<file path="src/rtl/timer_arb_pkg.sv">
// Shared types and constants for the timer slot arbiter.
// State encoding for the slot sequencer, the timer register map seen
// through the slot, and a small modulo-increment helper for the
// round-robin pointer.
package timer_arb_pkg;

  typedef enum logic [1:0] {
    IDLE  = 2'd0,
    ISSUE = 2'd1,
    RESP  = 2'd2
  } arb_state_e;

  localparam logic [7:0] TMR_COUNTER = 8'h00;
  localparam logic [7:0] TMR_ARR     = 8'h04;
  localparam logic [7:0] TMR_CTRL    = 8'h08;
  localparam logic [7:0] TMR_EG      = 8'h0C;
  localparam logic [7:0] TMR_STATUS  = 8'h10;

  // (v + 1) mod n, with n >= 1; a single requester always wraps to 0.
  function automatic int unsigned wrap_inc(input int unsigned v, input int unsigned n);
    int unsigned nxt;
    nxt = v + 1;
    if (nxt >= n) begin
      nxt = 0;
    end
    return nxt;
  endfunction

endpackage

</file>
<file path="src/rtl/timer_slot_arbiter_rr_arbiter.sv">
// Round-robin arbiter: holds the search pointer and produces a one-hot
// grant for the first active request at or after the pointer. The pointer
// moves past the winner only when the owner strobes advance.
module rr_arbiter
  import timer_arb_pkg::*;
#(
  parameter int NUM_REQ = 2
) (
  input  logic               clk,
  input  logic               rst,
  input  logic [NUM_REQ-1:0] req,
  input  logic               advance,
  output logic [NUM_REQ-1:0] grant,
  output logic               any_req
);

  localparam int IDX_W = (NUM_REQ > 1) ? $clog2(NUM_REQ) : 1;

  logic [IDX_W-1:0] ptr_q;
  logic [IDX_W-1:0] ptr_d;
  logic [IDX_W-1:0] win_idx;
  logic             found;
  int unsigned      cand;

  // Rotating priority search starting at the pointer.
  always_comb begin
    grant   = '0;
    win_idx = '0;
    found   = 1'b0;
    cand    = 0;
    for (int k = 0; k < NUM_REQ; k++) begin
      cand = 32'(ptr_q) + 32'(k);
      if (cand >= 32'(NUM_REQ)) begin
        cand = cand - 32'(NUM_REQ);
      end
      if (!found && req[cand]) begin
        found       = 1'b1;
        grant[cand] = 1'b1;
        win_idx     = IDX_W'(cand);
      end
    end
    any_req = found;
  end

  // Next pointer: one past the winner when a grant is taken.
  always_comb begin
    ptr_d = ptr_q;
    if (advance && found) begin
      ptr_d = IDX_W'(wrap_inc(32'(win_idx), 32'(NUM_REQ)));
    end
  end

  // Pointer register.
  always_ff @(posedge clk) begin
    if (rst) begin
      ptr_q <= '0;
    end else begin
      ptr_q <= ptr_d;
    end
  end

endmodule

</file>
<file path="src/rtl/timer_slot_arbiter.sv">
// Timer slot arbiter: shares one timer MMIO slot between NUM_REQ
// requesters, sequences the slot handshake and routes the response back
// to the granted requester.
// Optional build macro TIMER_ARB_TIMEOUT_EN adds an ISSUE-state cycle
// limit that aborts a stuck transaction with resp_timeout.
//
//   state | meaning
//   ------+-------------------------------------------------------------
//   IDLE  | slot free; grant the round-robin winner and latch its request
//   ISSUE | chip_select with read/write held until rd_done|wr_done
//   RESP  | one-cycle transaction_completed + resp_valid to the owner
module timer_slot_arbiter
  import timer_arb_pkg::*;
#(
  parameter int NUM_REQ        = 2,
  parameter int ADDR_W         = 8,
  parameter int DATA_W         = 32,
  parameter int TIMEOUT_CYCLES = 64
) (
  input  logic                      clk,
  input  logic                      rst,
  input  logic [NUM_REQ-1:0]        req_valid,
  input  logic [NUM_REQ-1:0]        req_write,
  input  logic [NUM_REQ*ADDR_W-1:0] req_addr,
  input  logic [NUM_REQ*DATA_W-1:0] req_wdata,
  output logic [NUM_REQ-1:0]        req_ready,
  output logic [NUM_REQ-1:0]        resp_valid,
  output logic [DATA_W-1:0]         resp_rdata,
  output logic                      resp_slave_error,
  output logic                      resp_decode_error,
  output logic                      resp_timeout,
  output logic                      busy,
  output logic                      chip_select,
  output logic                      read,
  output logic                      write,
  output logic [ADDR_W-1:0]         addr,
  output logic [DATA_W-1:0]         wr_data,
  output logic                      transaction_completed,
  input  logic [DATA_W-1:0]         rd_data,
  input  logic                      wr_done,
  input  logic                      rd_done,
  input  logic                      slave_error,
  input  logic                      decode_error
);

  arb_state_e         state_q, state_d;
  logic [NUM_REQ-1:0] grant;
  logic               any_req;
  logic               advance;
  logic               slot_done;

  logic               wr_q, wr_d;
  logic [ADDR_W-1:0]  addr_q, addr_d;
  logic [DATA_W-1:0]  wdata_q, wdata_d;
  logic [NUM_REQ-1:0] owner_q, owner_d;

  logic [DATA_W-1:0]  rdata_q, rdata_d;
  logic               serr_q, serr_d;
  logic               derr_q, derr_d;

  logic               cs_q, cs_d;
  logic               rd_q, rd_d;
  logic               wr_en_q, wr_en_d;
  logic               tc_q, tc_d;
  logic [NUM_REQ-1:0] rv_q, rv_d;

`ifdef TIMER_ARB_TIMEOUT_EN
  localparam int CNT_W = $clog2(TIMEOUT_CYCLES + 1);
  logic [CNT_W-1:0] cnt_q, cnt_d;
  logic             tout_q, tout_d;
`else
  logic unused_timeout_cfg;
  assign unused_timeout_cfg = (TIMEOUT_CYCLES > 0);
`endif

  rr_arbiter #(
    .NUM_REQ (NUM_REQ)
  ) u_rr (
    .clk     (clk),
    .rst     (rst),
    .req     (req_valid),
    .advance (advance),
    .grant   (grant),
    .any_req (any_req)
  );

  // Simultaneous rd_done and wr_done are one completion.
  assign slot_done = rd_done | wr_done;
  assign advance   = (state_q == IDLE) && any_req;

  // Next-state, request latch and response capture.
  always_comb begin
    state_d = state_q;
    wr_d    = wr_q;
    addr_d  = addr_q;
    wdata_d = wdata_q;
    owner_d = owner_q;
    rdata_d = rdata_q;
    serr_d  = serr_q;
    derr_d  = derr_q;
`ifdef TIMER_ARB_TIMEOUT_EN
    cnt_d   = cnt_q;
    tout_d  = tout_q;
`endif
    case (state_q)
      IDLE: begin
        if (any_req) begin
          owner_d = grant;
          for (int i = 0; i < NUM_REQ; i++) begin
            if (grant[i]) begin
              wr_d    = req_write[i];
              addr_d  = req_addr[i*ADDR_W +: ADDR_W];
              wdata_d = req_wdata[i*DATA_W +: DATA_W];
            end
          end
`ifdef TIMER_ARB_TIMEOUT_EN
          cnt_d = '0;
`endif
          state_d = ISSUE;
        end
      end
      ISSUE: begin
`ifdef TIMER_ARB_TIMEOUT_EN
        cnt_d = cnt_q + 1'b1;
`endif
        if (slot_done) begin
          rdata_d = wr_q ? '0 : rd_data;
          serr_d  = slave_error;
          derr_d  = decode_error;
`ifdef TIMER_ARB_TIMEOUT_EN
          tout_d  = 1'b0;
`endif
          state_d = RESP;
        end
`ifdef TIMER_ARB_TIMEOUT_EN
        // A done on the terminal-count cycle takes priority over the abort.
        else if (cnt_q == CNT_W'(TIMEOUT_CYCLES - 1)) begin
          rdata_d = '0;
          serr_d  = 1'b1;
          derr_d  = 1'b0;
          tout_d  = 1'b1;
          state_d = RESP;
        end
`endif
      end
      RESP: begin
        state_d = IDLE;
      end
      default: begin
        state_d = IDLE;
      end
    endcase
  end

  // Slot and response strobes are decoded from the next state so they
  // come straight out of flops.
  always_comb begin
    cs_d    = (state_d == ISSUE);
    rd_d    = cs_d && !wr_d;
    wr_en_d = cs_d && wr_d;
    tc_d    = (state_d == RESP);
    rv_d    = (state_d == RESP) ? owner_d : '0;
  end

  // State, request latch, slot controls and response registers.
  always_ff @(posedge clk) begin
    if (rst) begin
      state_q <= IDLE;
      wr_q    <= 1'b0;
      addr_q  <= '0;
      wdata_q <= '0;
      owner_q <= '0;
      rdata_q <= '0;
      serr_q  <= 1'b0;
      derr_q  <= 1'b0;
      cs_q    <= 1'b0;
      rd_q    <= 1'b0;
      wr_en_q <= 1'b0;
      tc_q    <= 1'b0;
      rv_q    <= '0;
    end else begin
      state_q <= state_d;
      wr_q    <= wr_d;
      addr_q  <= addr_d;
      wdata_q <= wdata_d;
      owner_q <= owner_d;
      rdata_q <= rdata_d;
      serr_q  <= serr_d;
      derr_q  <= derr_d;
      cs_q    <= cs_d;
      rd_q    <= rd_d;
      wr_en_q <= wr_en_d;
      tc_q    <= tc_d;
      rv_q    <= rv_d;
    end
  end

`ifdef TIMER_ARB_TIMEOUT_EN
  // ISSUE cycle counter and timeout flag.
  always_ff @(posedge clk) begin
    if (rst) begin
      cnt_q  <= '0;
      tout_q <= 1'b0;
    end else begin
      cnt_q  <= cnt_d;
      tout_q <= tout_d;
    end
  end

  assign resp_timeout = tout_q;
`else
  assign resp_timeout = 1'b0;
`endif

  // Acceptance is the live grant while the slot is free; held low in reset.
  assign req_ready             = (state_q == IDLE && !rst) ? grant : '0;
  assign resp_valid            = rv_q;
  assign resp_rdata            = rdata_q;
  assign resp_slave_error      = serr_q;
  assign resp_decode_error     = derr_q;
  assign busy                  = (state_q != IDLE);
  assign chip_select           = cs_q;
  assign read                  = rd_q;
  assign write                 = wr_en_q;
  assign addr                  = addr_q;
  assign wr_data               = wdata_q;
  assign transaction_completed = tc_q;

endmodule

</file>
<file path="config.mk">
export PLATFORM = sky130hd
export DESIGN_NAME = timer_slot_arbiter
export DESIGN_NICKNAME = d
export VERILOG_FILES = /design/src/rtl/timer_arb_pkg.sv /design/src/rtl/timer_slot_arbiter_rr_arbiter.sv /design/src/rtl/timer_slot_arbiter.sv
export SDC_FILE = /design/constraint.sdc
export NUM_CORES = 1
export LEC_CHECK = 0
export BUFFER_PORTS_ARGS = -buffer_cell sky130_fd_sc_hd__buf_2
export CAP_MARGIN = 20
export CORE_MARGIN = 2
export CORE_UTILIZATION = 40
export DETAILED_ROUTE_END_ITERATION = 6
export PLACE_DENSITY = 0.77
export SETUP_SLACK_MARGIN = 0.5
export SLEW_MARGIN = 15
export SYNTH_ARGS = -nofsm -noshare
export SYNTH_HDL_FRONTEND = slang
export SYNTH_HIERARCHICAL = 1
export SYNTH_SLANG_ARGS = --single-unit
</file>
<file path="constraint.sdc">
create_clock -name clk -period 1.5 [get_ports clk]
set_input_delay 0.3 -clock clk [delete_from_list [all_inputs] [get_ports clk]]
set_output_delay 0.3 -clock clk [all_outputs]
set_load 0.05 [all_outputs]
</file>
======== Word-level counts from Yosys, hierarchy flattened ========
Cells that the tools add are included.
word-level totals
  logic and storage cells ................. 80
  input bits .............................. 122
  output and inout bits ................... 84
  bits in registers ....................... 86
operators by class
  equal/unequal tests ..................... 3
  reductions and logical operators ........ 17
  muxes and demuxes ....................... 32
  $add $sub $neg .......................... 4
  magnitude comparators ................... 7
  bitwise gates (word level) .............. 3
operators by type and width
  cell                                                          count
  2-to-1 mux 32 bit                                             5
  >= comparator 32 x 1 -> 1 bit (second input constant)         2
  less-than comparator 32 x 2 -> 1 bit (second input constant)  2
  >= comparator 32 x 2 -> 1 bit (second input constant)         1
  subtractor 32 x 2 -> 32 bit (second input constant)           1
  2-to-1 mux 8 bit                                              2
  2-to-1 mux 1 bit                                              15
  2-to-1 mux 2 bit                                              7
  logical AND 1 bit                                             8
  adder 1 x 1 -> 2 bit (second input constant)                  2
  equality test 2 x 1 -> 1 bit (second input constant)          2
  one-hot mux 2 bit (2 select lines)                            1
  nonzero test 2 bit                                            2
  logical NOT 1 bit                                             3
  AND reduction 3 bit                                           1
  subtractor 1 x 2 -> 3 bit (second input constant)             1
  demux 1 bit (select 1 bit)                                    2
  equality test 2 bit (second input constant)                   1
  >= comparator 1 x 2 -> 1 bit (second input constant)          1
  >= comparator 2 bit (second input constant)                   1
  logical NOT 2 bit                                             1
  bitwise OR 2 bit                                              1
  AND reduction 2 bit                                           1
  OR reduction 2 bit                                            1
  other kinds (2)                                               2

======== Longest topological paths before layout ========
  word-level depth ........................ 15
  depth in mapped cells ................... 9
  gate-level depth less buffers ........... 5

======== By module ========
The synthesis kept the hierarchy.
by module, submodules not included
  module              seq. area each (µm²)  cells an instance  times used  area an instance (µm²)
  timer_slot_arbiter  1701.6                305                1           3498.4
  rr_arbiter          20.0                  8                  1           71.3

======== Least setup slack after synthesis ========
OpenSTA, ideal clock, no wires.
  path type ............................... register to output
  from .................................... register with a tool-made name
  to ...................................... output port req_ready[1]
  cell stages (with the launch flop) ...... 6
  arrival time ............................ 1604 ps
  path buffers ............................ 2
  required time ........................... 1200 ps
  setup slack ............................. -404 ps
  cell sequence ........................... dfxtp_1 -> inv_1 -> a21boi_0 -> buf_6 -> clkbuf_1 -> and2_1
RTL lines
  element           RTL line                  RTL
  end: declaration  timer_slot_arbiter.sv:26  output logic [NUM_REQ-1:0] req_ready,

======== Final worst setup path ========
  from .................................... register state_q[1]
  to ...................................... register owner_q[0]
between the ends
  cells in the longest elaborated chain, start to end .. 2
RTL lines
  element                   RTL line                   RTL
  start: declaration        timer_slot_arbiter.sv:46   arb_state_e state_q, state_d;
  start signal: assignment  timer_slot_arbiter.sv:182  state_q <= state_d;
  logical NOT 2 bit         timer_slot_arbiter.sv:105  case (state_q)
  2-to-1 mux 2 bit          timer_slot_arbiter.sv:105
  end signal: assignment    timer_slot_arbiter.sv:186  owner_q <= owner_d;
  end: declaration          timer_slot_arbiter.sv:55   logic [NUM_REQ-1:0] owner_q, owner_d;
Every way passes these cells.
A chain may end at the register's enable or synchronous reset.

==> flow_summary.yaml <==
floorplan:
  die_x_um: 98.47
  die_area_mm2: 0.009695
  initial_core_util_pct: 41.13
  row_count: 34
  coreArea_mm2: 0.008678
  die_y_um: 98.47
  boundaryPins: 206
sta:
  maxSlewViolCount: 0
  tightest_slew_ns: 0.5303
  hold_viol: 0
  finalSetupViolCount: 84
  slew-limit-headroom_pct: 64.51
  final.period_utilization_pct: 113.4
  clock-skew-final_ns: 0.01374
  max_freq_mhz: 587.9
  setup_ws_ns: -0.2010
  period_needed_ns: 1.701
  rsz0062_at_grt: "yes"
global_routing:
  grt_max_degree: 25
  grt_pass1_vias: 4101
  grt_first_pass_wirelength_um: 21400
  grt_util_all_layers_pct: 28.02
  antenna_found_initial: 1
  grt.overflow.total: 0
power:
  swShare_pct: 36.05
  p_per_area_mw_per_mm2: 1038
  power_frac_seq_pct: 34.9
  ir_drop_v: 0.0006011
  power_leakage_nw: 3.221
  p_switching_mw: 2.824
  power_mw: 7.832
  p_clk_share_pct: 21.8
  p_int_mw: 5.008
  power_frac_comb_pct: 43.3
worst_setup_path:
  end_kind: "register"
  path_max_fanout: 7
  crit_required_ns: 1.72
  crit_arrival_ns: 1.92
  cp-start-kind: "register"
  critical_path_class: "register to register"
yosys:
  synth_cells: 313
  ys_ff_latch: 86
  syn_area_mm2: 0.003570
  synth-edff-count: 0
  synth_ff_type: "dfxtp_1"
  postSynthAreaPerCell_um2: 11.40
  yosysWarnings: 6
  async_reset_ff_share_pct: 0
  yosysSeqAreaShare_pct: 48.23
  ys_types: 28
  synthesis.nets: 435
routing:
  viasPerCell: 5.564
  ant_nets: 0
  drtIter0Drc: 180
  wl_um: 15550
  wl_per_cell_um: 21.99
  drc_errors: 0
  firstDrtPassIters: 4
  vias: 3934
clock_tree:
  cts_tree: "built"
  clock-sinks: 86
  cts-hold-fix-buffers: 0
  clk-insertion-delay-late_ns: 0.35
  cts_made_buffers: 9
  cts_htree_levels: 3
  clkTransAtPathRegs_ns: 0.10
  cts_root_buf: "clkbuf_8"
  cts_max_path_buffers: 2
layout:
  n_fill_cell: 357
  most-common-layout-cells: "buf_2, buf_8, dfxtp_2"
  final_common_cell: "buf_2"
  fin_util_pct: 86.95
  fin_nets: 715
  area_delta_synth_final_pct: 111.4
  drive_gt1_share_pct: 84.28
placement:
  gp_congestion: 0.7235
  dpl.hpwl_um: 7157
  io_buffers: 204
min_path:
  worstHoldPathType: "input port to register"
outcome:
  outcome: "finished, violations left"
  violations: "negative setup slack"
job:
  drv_cap: 0
==> sequential cells by signal (all words and copies together), names as in the netlist, named ones only <==
register and count:
write 1, chip_select 1, transaction_completed 1, resp_decode_error 1, resp_valid 2, addr 8
wr_q 1, wr_data 32, resp_rdata 32, owner_q 2, state_q 2, resp_slave_error 1
read 1
==> path summary, 6_finish.rpt <==
kind | start | to | slack (ns) | cells past startpoint
setup / recovery | state_q[1]$_SDFF_PP0_ | owner_q[0]$_SDFF_PP0_ | -0.20 | 8
hold / removal | rd_data[17] | resp_rdata[17]$_SDFFE_PP0P_ | 0.14 | 2
setup reg to reg | state_q[1]$_SDFF_PP0_ | owner_q[0]$_SDFF_PP0_ | -0.20 | 8
hold reg to reg | owner_q[0]$_SDFF_PP0_ | resp_valid[0]$_SDFF_PP0_ | 0.49 | 1
==> cell families (layout without fill, tap and decap cells) <==
group,Yosys count,after routing,share of synthesized area (%)
AO/OA/AOI/OAI,123,123,29.76
other,1,2,0.1051
multiplexers,42,42,11.78
buffers and inverters,35,320,5.468
AND/OR/NAND/NOR,26,26,4.662
flip-flops,86,86,48.23
==> layer usage <==
metal  up-vias  GRT usage, %  routed length, um
li1       1741             -                  -
met1      1925         32.02               5825
met2       204         49.82               8118
met3        64         7.447                826
met4         0         10.96                776
met5         -             0                  0
==> power groups by stage <==
stage	sequential, mW	combinational [mW]	clock [mW]
after floorplan	3.32	0.788	0
after CTS	2.72	3.01	1.68
after detailed placement	2.64	2.00	0
after global placement	2.64	1.95	0
final	2.73	3.39	1.70
after global routing	2.76	3.50	1.79
==> cells in the mapped netlist (all sizes together), types with 2 or more instances <==
master | n | share of area, %
dfxtp | 86 | 48
a21oi | 43 | 6.1
mux2i | 42 | 12
a211oi | 40 | 14
a22o | 34 | 8.3
buf | 21 | 4.0
clkbuf | 11 | 1.2
nor2 | 5 | 0.53
nor3b | 5 | 1.1
and2 | 4 | 0.70
or2 | 4 | 0.70
inv | 3 | 0.32
nor2b | 3 | 0.53
a21boi | 2 | 0.42
nor3 | 2 | 0.28
o21a | 2 | 0.42
==> area by class of cell <==
| type | instances | area, um2 | area share (%) |
|---|---|---|---|
| Multi-Input combinational cell | 192 | 2130 | 28.22 |
| Timing Repair Buffer | 301 | 3239 | 42.93 |
| Antenna cell | 1 | 2.502 | 0.03316 |
| Clock inverter | 6 | 70.07 | 0.9285 |
| Sequential cell | 86 | 1831 | 24.26 |
| Tap cell | 108 | 135.1 | 1.791 |
| Clock buffer | 10 | 127.6 | 1.691 |
| Inverter | 3 | 11.26 | 0.1492 |
==> metrics by stage <==
| step | TNS, ns | setup slack, ns | hold slack, ns | std cells | instance area (um2) |
|---|---|---|---|---|---|
| 5_1_grt | -11.47 | -0.2403 | 0.1368 | 707 | 7546 |
| 3_3_place_gp | -2.219 | -0.05963 | 0.4539 | 616 | 4871 |
| 2_1_floorplan | -1.367 | -0.03438 | 0.3624 | 313 | 3670 |
| 6_report | -7.591 | -0.2010 | 0.1425 | 707 | 7546 |
| 3_5_place_dp | -3.053 | -0.1054 | 0.4587 | 616 | 4871 |
| 4_1_cts | -2.006 | -0.1442 | 0.1318 | 686 | 7047 |
==> critical path, stage by stage, from the launching register on <==
cell and delay [ns]:
dfxtp_2 0.34, buf_4 0.13, buf_6 0.13, nor3b_4 0.29
buf_6 0.18, buf_6 0.11, buf_12 0.13, mux2i_1 0.20
nor2_1 0.06
==> what timing repair did <==
item,in CTS,in global routing
cloned,17,3
setup endpoints to repair,166,169
pin swaps,18,49
resized for setup,410,60
hold endpoints to repair,0,0
setup buffers,37,17
No activity file was read; power rests on OpenSTA's default activity.
